<file path="config.mk">
export PLATFORM = sky130hd
export DESIGN_NAME = mc_core
export DESIGN_NICKNAME = d
export VERILOG_FILES = /design/src/rtl/mc_pkg.sv /design/src/rtl/mc_alu.sv /design/src/rtl/mc_core.sv
export SDC_FILE = /design/constraint.sdc
export NUM_CORES = 2
export LEC_CHECK = 0
export BUFFER_PORTS_ARGS = -buffer_cell sky130_fd_sc_hd__buf_2
export CAP_MARGIN = 10
export CORE_ASPECT_RATIO = 0.75
export CORE_MARGIN = 1.5
export CORE_UTILIZATION = 50
export CTS_CLUSTER_SIZE = 28
export DETAILED_ROUTE_END_ITERATION = 16
export PLACE_DENSITY = 0.69
export SYNTH_ARGS = -nofsm -noshare
export SYNTH_HDL_FRONTEND = slang
export SYNTH_SLANG_ARGS = --single-unit
</file>
<file path="constraint.sdc">
create_clock -name clk -period 6.6 [get_ports clk]
set_input_delay 1.32 -clock clk [delete_from_list [all_inputs] [get_ports clk]]
set_output_delay 1.32 -clock clk [all_outputs]
set_load 0.1 [all_outputs]
</file>
<file path="src/rtl/mc_pkg.sv">
// Shared constants for the mc_core multicycle CPU: opcode classes, opcodes,
// ALU operation and FSM state encodings, instruction field positions.
package mc_pkg;

  localparam int OP_LO  = 26;
  localparam int RS_LO  = 21;
  localparam int RT_LO  = 16;
  localparam int RD_LO  = 11;
  localparam int IMM_LO = 0;
  localparam int IMM_W  = 16;

  localparam logic [1:0] CLS_R = 2'b00;
  localparam logic [1:0] CLS_I = 2'b01;

  localparam logic [5:0] OP_LW   = 6'b10_0000;
  localparam logic [5:0] OP_SW   = 6'b10_0001;
  localparam logic [5:0] OP_BEQ  = 6'b11_0000;
  localparam logic [5:0] OP_BNE  = 6'b11_0001;
  localparam logic [5:0] OP_J    = 6'b11_0010;
  localparam logic [5:0] OP_HALT = 6'b11_1111;

  // codes 8..15 are unnamed and behave as ADD
  typedef enum logic [3:0] {
    ALU_ADD = 4'd0, ALU_SUB = 4'd1, ALU_AND = 4'd2, ALU_OR  = 4'd3,
    ALU_XOR = 4'd4, ALU_SLT = 4'd5, ALU_SLL = 4'd6, ALU_SRL = 4'd7
  } alu_op_e;

  typedef enum logic [2:0] {
    S_FETCH, S_DECODE, S_EXEC, S_MEM, S_WB, S_HALT
  } state_e;

endpackage

</file>
<file path="src/rtl/mc_alu.sv">
// Combinational ALU for mc_core; all arithmetic wraps, zero flag drives branches.
module mc_alu
  import mc_pkg::*;
#(
  parameter int DATA_W = 32
) (
  input  logic [DATA_W-1:0] a,
  input  logic [DATA_W-1:0] b,
  input  alu_op_e           op,
  output logic [DATA_W-1:0] result,
  output logic              zero
);

  always_comb begin
    result = '0;
    case (op)
      ALU_SUB: result = a - b;
      ALU_AND: result = a & b;
      ALU_OR:  result = a | b;
      ALU_XOR: result = a ^ b;
      ALU_SLT: result[0] = $signed(a) < $signed(b);
      ALU_SLL: result = a << b[4:0];
      ALU_SRL: result = a >> b[4:0];
      default: result = a + b;
    endcase
  end

  assign zero = (result == '0);

endmodule

</file>
<file path="src/rtl/mc_core.sv">
// Multicycle CPU core: FSM, register file, datapath and req/ack memory ports.
// Optional performance counters are built when PERF_CNT_EN is defined.
module mc_core
  import mc_pkg::*;
#(
  parameter int                DATA_W   = 32,
  parameter int                ADDR_W   = 16,
  parameter int                NREG     = 32,
  parameter logic [ADDR_W-1:0] RESET_PC = '0
) (
  input  logic              clk,
  input  logic              rst_n,
  output logic              imem_req,
  output logic [ADDR_W-1:0] imem_addr,
  input  logic              imem_ack,
  input  logic [31:0]       imem_rdata,
  output logic              dmem_req,
  output logic              dmem_we,
  output logic [ADDR_W-1:0] dmem_addr,
  output logic [DATA_W-1:0] dmem_wdata,
  input  logic              dmem_ack,
  input  logic [DATA_W-1:0] dmem_rdata,
  output logic              halted,
  output logic [31:0]       cycle_cnt,
  output logic [31:0]       instr_cnt
);

  localparam int RW = $clog2(NREG);

  state_e            state, nxt;
  logic              run;
  logic [ADDR_W-1:0] pc;
  logic [31:0]       ir;
  logic [DATA_W-1:0] a, b, alu_out, mdr;
  logic [DATA_W-1:0] rf [NREG];

  logic [5:0]        op;
  logic              is_alu, is_r, is_lw, is_sw, is_beq, is_bne, is_j, is_halt, is_br;
  logic [RW-1:0]     rs, rt, dst;
  logic [DATA_W-1:0] sext, alu_b, alu_y;
  logic              alu_z, taken;
  alu_op_e           alu_op;

  assign op      = ir[OP_LO +: 6];
  assign is_r    = (op[5:4] == CLS_R);
  assign is_alu  = is_r || (op[5:4] == CLS_I);
  assign is_lw   = (op == OP_LW);
  assign is_sw   = (op == OP_SW);
  assign is_beq  = (op == OP_BEQ);
  assign is_bne  = (op == OP_BNE);
  assign is_j    = (op == OP_J);
  assign is_halt = (op == OP_HALT);
  assign is_br   = is_beq || is_bne;
  assign rs      = ir[RS_LO +: RW];
  assign rt      = ir[RT_LO +: RW];
  assign dst     = is_r ? ir[RD_LO +: RW] : rt;
  assign sext    = DATA_W'($signed(ir[IMM_LO +: IMM_W]));

  // Branches compare through SUB; loads/stores force ADD for address generation.
  assign alu_op = is_alu ? alu_op_e'(op[3:0]) : (is_br ? ALU_SUB : ALU_ADD);
  assign alu_b  = (is_r || is_br) ? b : sext;
  assign taken  = (is_beq && alu_z) || (is_bne && !alu_z);

  mc_alu #(.DATA_W(DATA_W)) u_alu (
    .a(a), .b(alu_b), .op(alu_op), .result(alu_y), .zero(alu_z)
  );

  // run holds fetch requests off for one cycle so a stale ack after reset is ignored
  always_ff @(posedge clk or negedge rst_n) begin
    if (!rst_n) begin
      state <= S_FETCH;
      run   <= 1'b0;
    end else begin
      state <= nxt;
      run   <= 1'b1;
    end
  end

  always_comb begin
    nxt = state;
    case (state)
      S_FETCH:  if (run && imem_ack) nxt = S_DECODE;
      S_DECODE: nxt = S_EXEC;
      S_EXEC: begin
        if (is_alu)              nxt = S_WB;
        else if (is_lw || is_sw) nxt = S_MEM;
        else if (is_halt)        nxt = S_HALT;
        else                     nxt = S_FETCH;
      end
      S_MEM:    if (dmem_ack) nxt = is_sw ? S_FETCH : S_WB;
      S_WB:     nxt = S_FETCH;
      S_HALT:   nxt = S_HALT;
      default:  nxt = S_FETCH;
    endcase
  end

  always_comb begin
    imem_req   = (state == S_FETCH) && run;
    imem_addr  = pc;
    dmem_req   = (state == S_MEM);
    dmem_we    = is_sw;
    dmem_addr  = alu_out[ADDR_W-1:0];
    dmem_wdata = b;
    halted     = (state == S_HALT);
  end

  always_ff @(posedge clk or negedge rst_n) begin
    if (!rst_n) begin
      pc      <= RESET_PC;
      ir      <= '0;
      a       <= '0;
      b       <= '0;
      alu_out <= '0;
      mdr     <= '0;
      for (int i = 0; i < NREG; i++) rf[i] <= '0;
    end else begin
      case (state)
        S_FETCH: if (run && imem_ack) begin
          ir <= imem_rdata;
          pc <= pc + ADDR_W'(1);
        end
        S_DECODE: begin
          a <= rf[rs];
          b <= rf[rt];
        end
        S_EXEC: begin
          alu_out <= alu_y;
          if (taken)     pc <= pc + ADDR_W'($signed(ir[IMM_LO +: IMM_W]));
          else if (is_j) pc <= ADDR_W'(ir[IMM_LO +: IMM_W]);
        end
        S_MEM:   if (dmem_ack && !is_sw) mdr <= dmem_rdata;
        S_WB:    if (dst != '0) rf[dst] <= is_lw ? mdr : alu_out;
        default: ;
      endcase
    end
  end

`ifdef PERF_CNT_EN
  logic [31:0] cyc_q, ins_q;
  logic        retire;

  assign retire = (nxt == S_FETCH && (state == S_EXEC || state == S_MEM || state == S_WB)) ||
                  (nxt == S_HALT && state != S_HALT);

  always_ff @(posedge clk or negedge rst_n) begin
    if (!rst_n) begin
      cyc_q <= '0;
      ins_q <= '0;
    end else begin
      if (state != S_HALT) cyc_q <= cyc_q + 32'd1;
      if (retire)          ins_q <= ins_q + 32'd1;
    end
  end

  assign cycle_cnt = cyc_q;
  assign instr_cnt = ins_q;
`else
  assign cycle_cnt = '0;
  assign instr_cnt = '0;
`endif

endmodule

</file>
# Word-level counts from Yosys, hierarchy flattened
# Index checks and enable logic that the tools add are counted.
# classes
order_cmp,5
n_eq_ne,22
n_reduce_logical,23
n_shift,2
bitwise_logic,6
n_addsub,4
mux,27
# ops
op,count
bitwise mux 1024 bit,1
binary-select mux 32 bit (select 5 bit),2
2-to-1 mux 32 bit,7
one-hot mux 31 bit (7 select lines),1
demux 32 bit (select 5 bit),1
2-to-1 mux 16 bit,3
== test 6 bit (second input constant),6
adder 32 bit,1
AND 32 bit,1
zero test 32 bit,1
< comparator 32 bit,1
bitwise OR 32 bit,1
one-hot mux 16 bit (2 select lines),1
left shift 32 x 5 -> 32 bit,1
>> shifter 32 x 5 -> 32 bit,1
subtractor 32 bit,1
bitwise XOR 32 bit,1
>= comparator 6 bit (second input constant),3
2-to-1 mux 3 bit,6
inverter 5 -> 6 bit,3
adder 16 x 1 -> 16 bit (second input constant),1
adder 16 bit,1
== test 4 x 3 -> 1 bit (second input constant),4
one-hot mux 3 bit (5 select lines),1
other kinds (23),39
# word_totals
register_bits,1204
wordCells,129
out_inout_bits,132
in_bits,68

# Logic depth before layout (Yosys ltp)
# depth
depth_word,12
mapped_depth,29
depth_no_buf,22

# Cells and area by module
# A second synthesis with hierarchy kept.
# unflattened
hier_cells,6732
area_unflattened_um2,71127.0
# modules_own_cells
module,area_per_inst_um2,instances,cells_per_inst,seq_area_each_um2
mc_core,61198.7,1,5320,30128.9
mc_alu,9928.3,1,1412,0.0

# Worst setup path before layout
# Ideal clock, no wire load.
# synth_timing
path_kind,register to register
startpoint,register b[0] (netlist: dmem_wdata[0])
endpoint,register pc[12] (netlist: imem_addr[12])
required_ns,6.433
stages_incl_launch_ff,26
synth_period_minus_slack_ns,6.808
t_arrival_ns,6.642
n_path_buf,4
setup_slack_ns,-0.208
setup_time_ns,0.167
path_cell_list,dfrtp_1 -> and3_1 -> a21o_1 -> nor2_2 -> buf_6 -> buf_2 -> buf_1 -> buf_1 -> inv_1 -> ha_1 -> fa_1 -> a211oi_1 -> o21ai_0 -> a21oi_1 -> o31a_1 -> o21ai_0 -> xnor2_1 -> o21ai_0 -> or3_1 -> or4_4 -> nor4b_4 -> nand2_2 -> mux2i_4 -> mux2_1 -> o211ai_1 -> o311ai_2
# synth_between
elab_chain_cells,9
word_cells_on_any_way,20
classes_between,add/sub (2); order compare (1); eq/ne (1); shift (2); mux (5); bitwise (3); reduce/logical (6)
# synth_lines
item,line_no,text
"start, declared",mc_core.sv:34,"logic [DATA_W-1:0] a, b, alu_out, mdr;"
"start signal, assigned",mc_core.sv:124,b <= rf[rt];
2-to-1 mux 32 bit (*),mc_core.sv:61,assign alu_b = (is_r || is_br) ? b : sext;
adder 32 bit (tied with other cells),mc_alu.sv:24,default: result = a + b;
one-hot mux 1 bit (7 select lines) / one-hot mux 31 bit (7 select lines) (equally long branches),mc_alu.sv:16,case (op)
zero test 32 bit (*),mc_alu.sv:28,assign zero = (result == '0);
zero test 1 bit,mc_core.sv:62,assign taken = (is_beq && alu_z) || (is_bne && !alu_z);
logical AND 1 bit,mc_core.sv:62,
logical OR 1 bit (*),mc_core.sv:62,
inequality test 3 bit (no line) / 2-to-1 mux 16 bit (equally long branches),-,
AND reduction 3 bit (no line) / one-hot mux 16 bit (2 select lines) (equally long branches),-,
"end signal, assigned",mc_core.sv:120,pc <= pc + ADDR_W'(1);
"end signal, assigned",mc_core.sv:128,if (taken) pc <= pc + ADDR_W'($signed(ir[IMM_LO +: IMM_W]));
"end signal, assigned",mc_core.sv:129,else if (is_j) pc <= ADDR_W'(ir[IMM_LO +: IMM_W]);
"end, declared",mc_core.sv:32,logic [ADDR_W-1:0] pc;
# Mark *: on every way between the ends. The rest lies on a longest branch, timed or not.
# A chain may end at the register's enable or synchronous reset.

# Worst setup path after layout
# layout_timing
startpoint,register ir[29]
endpoint,register pc[8] (netlist: imem_addr[8])
# layout_between
elab_chain_cells,12
word_cells_on_any_way,34
classes_between,add/sub (2); order compare (1); eq/ne (11); shift (2); mux (7); bitwise (3); reduce/logical (8)
# layout_lines
item,line_no,text
"start, declared",mc_core.sv:33,logic [31:0] ir;
"start signal, assigned",mc_core.sv:119,ir <= imem_rdata;
"== test 6 bit, on equally long branches","mc_core.sv:49, mc_core.sv:50",
logical OR 1 bit,mc_core.sv:53,assign is_br = is_beq || is_bne;
logical OR 1 bit / 2-to-1 mux 1 bit (equally long branches),"mc_core.sv:61, mc_core.sv:60",
2-to-1 mux 32 bit / 2-to-1 mux 4 bit (equally long branches),"mc_core.sv:61, mc_core.sv:60",
adder 32 bit (tied with other cells),mc_alu.sv:24,
one-hot mux 1 bit (7 select lines) / one-hot mux 31 bit (7 select lines) (equally long branches),mc_alu.sv:16,
zero test 32 bit,mc_alu.sv:28,
zero test 1 bit,mc_core.sv:62,
logical AND 1 bit,mc_core.sv:62,
logical OR 1 bit,mc_core.sv:62,
inequality test 3 bit (no line) / 2-to-1 mux 16 bit (equally long branches),-,
AND reduction 3 bit (no line) / one-hot mux 16 bit (2 select lines) (equally long branches),-,
# Parallel ways exist; a longest one is shown, timed or not.

==> impl_metrics.toml <==
[logic_synthesis]
synth.top_cells.by_area = "dfrtp_1 43%, mux4_2 21%, o21ai_0 5.1%"
synth.distinct_cells = 106
yosysMostFrequentCell = "dfrtp_1"
synthTopCellsByCount = "1,204 x dfrtp_1, 947 x nand2_1, 717 x o21ai_0"
seq_area_frac_synth_pct = 43.2
yosysWarnings = 0
ys.flop_type = "dfrtp_1"
synth_top_cell_by_area = "dfrtp_1"
synth_seq_cells = 1204
synth_edf_count = 0
synth_top_area_share_pct = 43.2
synth.avg_cell_area_um2 = 10.5
mappedNetlistArea_mm2 = 0.0697
async_reset_ff_share_pct = 100
syn-instance-count = 6629

[placed_design]
dp_hpwl_mm = 174
place_area_mm2 = 0.0732
routabilityCongestion = 1.04
io_buffers = 135

[global_route]
grt_pass1_wl_mm = 389
grt_max_degree = 179
first_global_vias = 55338
track_usage_pct = 37.7
antenna_found_initial = 8
grt_overflow = 0

[setup_path]
r2r_start = "ir[29]"
end_kind = "register"
arrival_ns = 7.13
cp_slowest_cell = "o21ai_0"
cp_top_family = "compound AO/OA/AOI/OAI gates"
path_common_cell = "buf_4"
crit_required_ns = 7.28
cp_max_fo = 9
r2r_slack_ns = 0.15
path_class = "register to register"
critPathLaunchType = "register"
rr_endpoint = "imem_addr[8]"
r2r_cells = 27
critPathBufInv = 8
critical_path.max_stage_delay_ns = 0.57

[timing]
worst_clock_skew_ns = 0.0288
finalHoldViolCount = 0
max_freq_mhz = 155
final.setup.tns_ns = 0
layout_worst_path_cycle_share_pct = 97.7
fin_crit_ns = 6.45
setup_viol = 0
tightest_slew_ns = 1.26
drv_slew = 0
relSlewSlack_pct = 16.1

[route]
firstDrtPassIters = 6
drc_errors = 0
wirelength_mm = 266
viasPerCell = 6.67
wl_per_cell_um = 31.1
vias = 57082
ant_nets = 0
drtIter0Drc = 7048

[cells_and_area]
nNetsFinal = 6764
area_growth_pct = 11.5
drive_gt1_share_pct = 23.1
fillers = 11809
antenna_cells = 0
design_area_mm2 = 0.0777

[clock_network]
clock-root-buffer = "clkbuf_16"
clk_pin_slew_worst_paths_ns = 0.07
clock_path_buffers = 3
cts_tree = "done"
clock-sinks = 1204
cts-hold-fix-buffers = 0
cts_buffers = 118
h-tree-depth = 3
clk_latency_ns = 0.79

[die]
core_mm2 = 0.138
dieArea_mm2 = 0.142
num_io_pins = 200
fp-row-count = 118
die_h_um = 326
die_x_um = 434
initial_core_util_pct = 50.4

[status]
status = "complete, no violations"

[worst_hold_path]
hold_path_end = "rf[1004]"
min_from = "rf[1004]"
holdPathStages = 0
hold_path_class = "register to register"

[pwr]
total_power_uw = 49000
power_density_mw_per_mm2 = 630
leakage_uw = 0.0333
ir_worst_vdd_mv = 0.430

[flow_run]
drv_cap = 0
-- placed cells by master (no fill, tap or decap), types with 15 or more instances in the layout --
master,Yosys,layout
xnor2_1,28,28
a31oi_1,26,26
nand2_4,1,19
a221oi_1,33,32
inv_1,106,106
mux2_2,39,39
o211ai_1,30,30
mux4_2,640,640
o21a_1,15,15
ha_1,106,104
clkbuf_16,0,119
bufinv_16,0,22
nand2_1,947,929
buf_2,23,134
nand3_1,56,56
clkbuf_8,0,17
conb_1,2,65
a211oi_1,50,47
o21ai_0,717,711
a21oi_1,640,630
a22oi_1,20,20
mux2i_1,144,112
a22o_1,17,17
a21o_1,35,35
o31ai_1,24,23
o221ai_1,17,17
nor2_1,592,591
and2_1,15,15
nand4_1,19,19
buf_4,88,331
clkinv_2,0,18
o21ai_1,13,16
dfrtp_1,1204,1190
mux2i_2,0,32
nand2b_1,17,16
buf_12,0,20
clkbuf_1,508,19
nor3_1,62,55
-- what timing repair did --
item,CTS,global route
setup buffers,0,3
pin swaps,0,6
resized for setup,1,40
endpoints found under the setup margin,1,16
cloned,0,1
-- kinds of logic after synthesis --
family	Yosys count	synth area share, %
buffers and inverters	821	5.03
DFF	1204	43.2
other	2	0.0108
AOI/OAI and AO/OA	1811	15.1
and+or+nand+nor	1825	10.8
muxes	826	23.4
xor gates and xnor gates	32	0.402
adders and majority gates	108	1.96
-- worst register-to-register path: stages, from the launching register on --
cell	delay, ns
dfrtp_1	0.39
buf_4	0.18
nor3_4	0.30
buf_4	0.19
a31oi_1	0.11
and2_1	0.20
inv_4	0.07
ha_1	0.23
buf_4	0.15
inv_1	0.07
ha_1	0.14
a31oi_1	0.07
buf_4	0.18
o221a_2	0.33
o21ai_0	0.58
a21boi_0	0.28
o31ai_1	0.36
a21oi_1	0.25
a21oi_2	0.37
nand3_1	0.18
nor4b_4	0.32
buf_4	0.18
nand2_2	0.13
mux2i_4	0.28
buf_4	0.25
mux2i_1	0.23
a22oi_1	0.11
o22a_1	0.20
-- area by class of cell --
| cell class | instances | area [um2] | area share, % |
|---|---|---|---|
| well taps | 1860 | 2330 | 2.99 |
| multi-input cells | 4667 | 36900 | 47.5 |
| inverters | 109 | 412 | 0.529 |
| clock buffers | 154 | 3260 | 4.19 |
| repair buffers | 488 | 3600 | 4.63 |
| clock inverters | 71 | 1070 | 1.38 |
| flip-flops and latches | 1204 | 30200 | 38.8 |
-- worst max-delay path by stage --
stage	startpoint	endpoint	slack [ns]	cells past startpoint
finish	ir[29]	imem_addr[8]	0.15	27
global placement	ir[31]	imem_addr[8]	0.09	28
floorplan	dmem_wdata[0]	imem_addr[12]	0.008	25
CTS	ir[31]	imem_addr[8]	0.06	28
global route	ir[27]	imem_addr[8]	-0.04	27
detailed placement	ir[28]	imem_addr[8]	0.03	26
-- flip-flops by register name, summed over array words and instances (netlist names) --
| register | count |
|---|---|
| imem_addr | 16 |
| state | 3 |
| mdr | 32 |
| ir | 32 |
| dmem_wdata | 32 |
| rf | 1024 |
| a | 32 |
| run | 1 |
| alu_out | 32 |
-- metal layers --
metal | global-route usage, % | share of wire (%)
met5 | 0 | 0
met4 | 14.9 | 4.6
met3 | 7.86 | 10
met2 | 54.3 | 44
met1 | 55.9 | 42
-- power by group --
group,internal (uW),total (uW),leakage [uW],switching (uW)
registers,9560,12000,0.0163,2480
logic,10700,29300,0.0150,18600
clock network,4380,7610,0.00209,3230
-- stage by stage --
| step | instances | hold slack (ns) | util, % | setup slack (ns) |
|---|---|---|---|---|
| global placement | 8324 | 0.377 | 53.0 | 0.0924 |
| global route | 8553 | 0.408 | 56.3 | -0.0442 |
| detailed placement | 8324 | 0.383 | 53.0 | 0.0295 |
| floorplan | 6692 | 0.441 | - | 0.00773 |
| CTS | 8549 | 0.397 | 56.1 | 0.0554 |
| finish | 8553 | 0.398 | 56.3 | 0.152 |
Note: power is estimated with default switching activity, not from simulation.
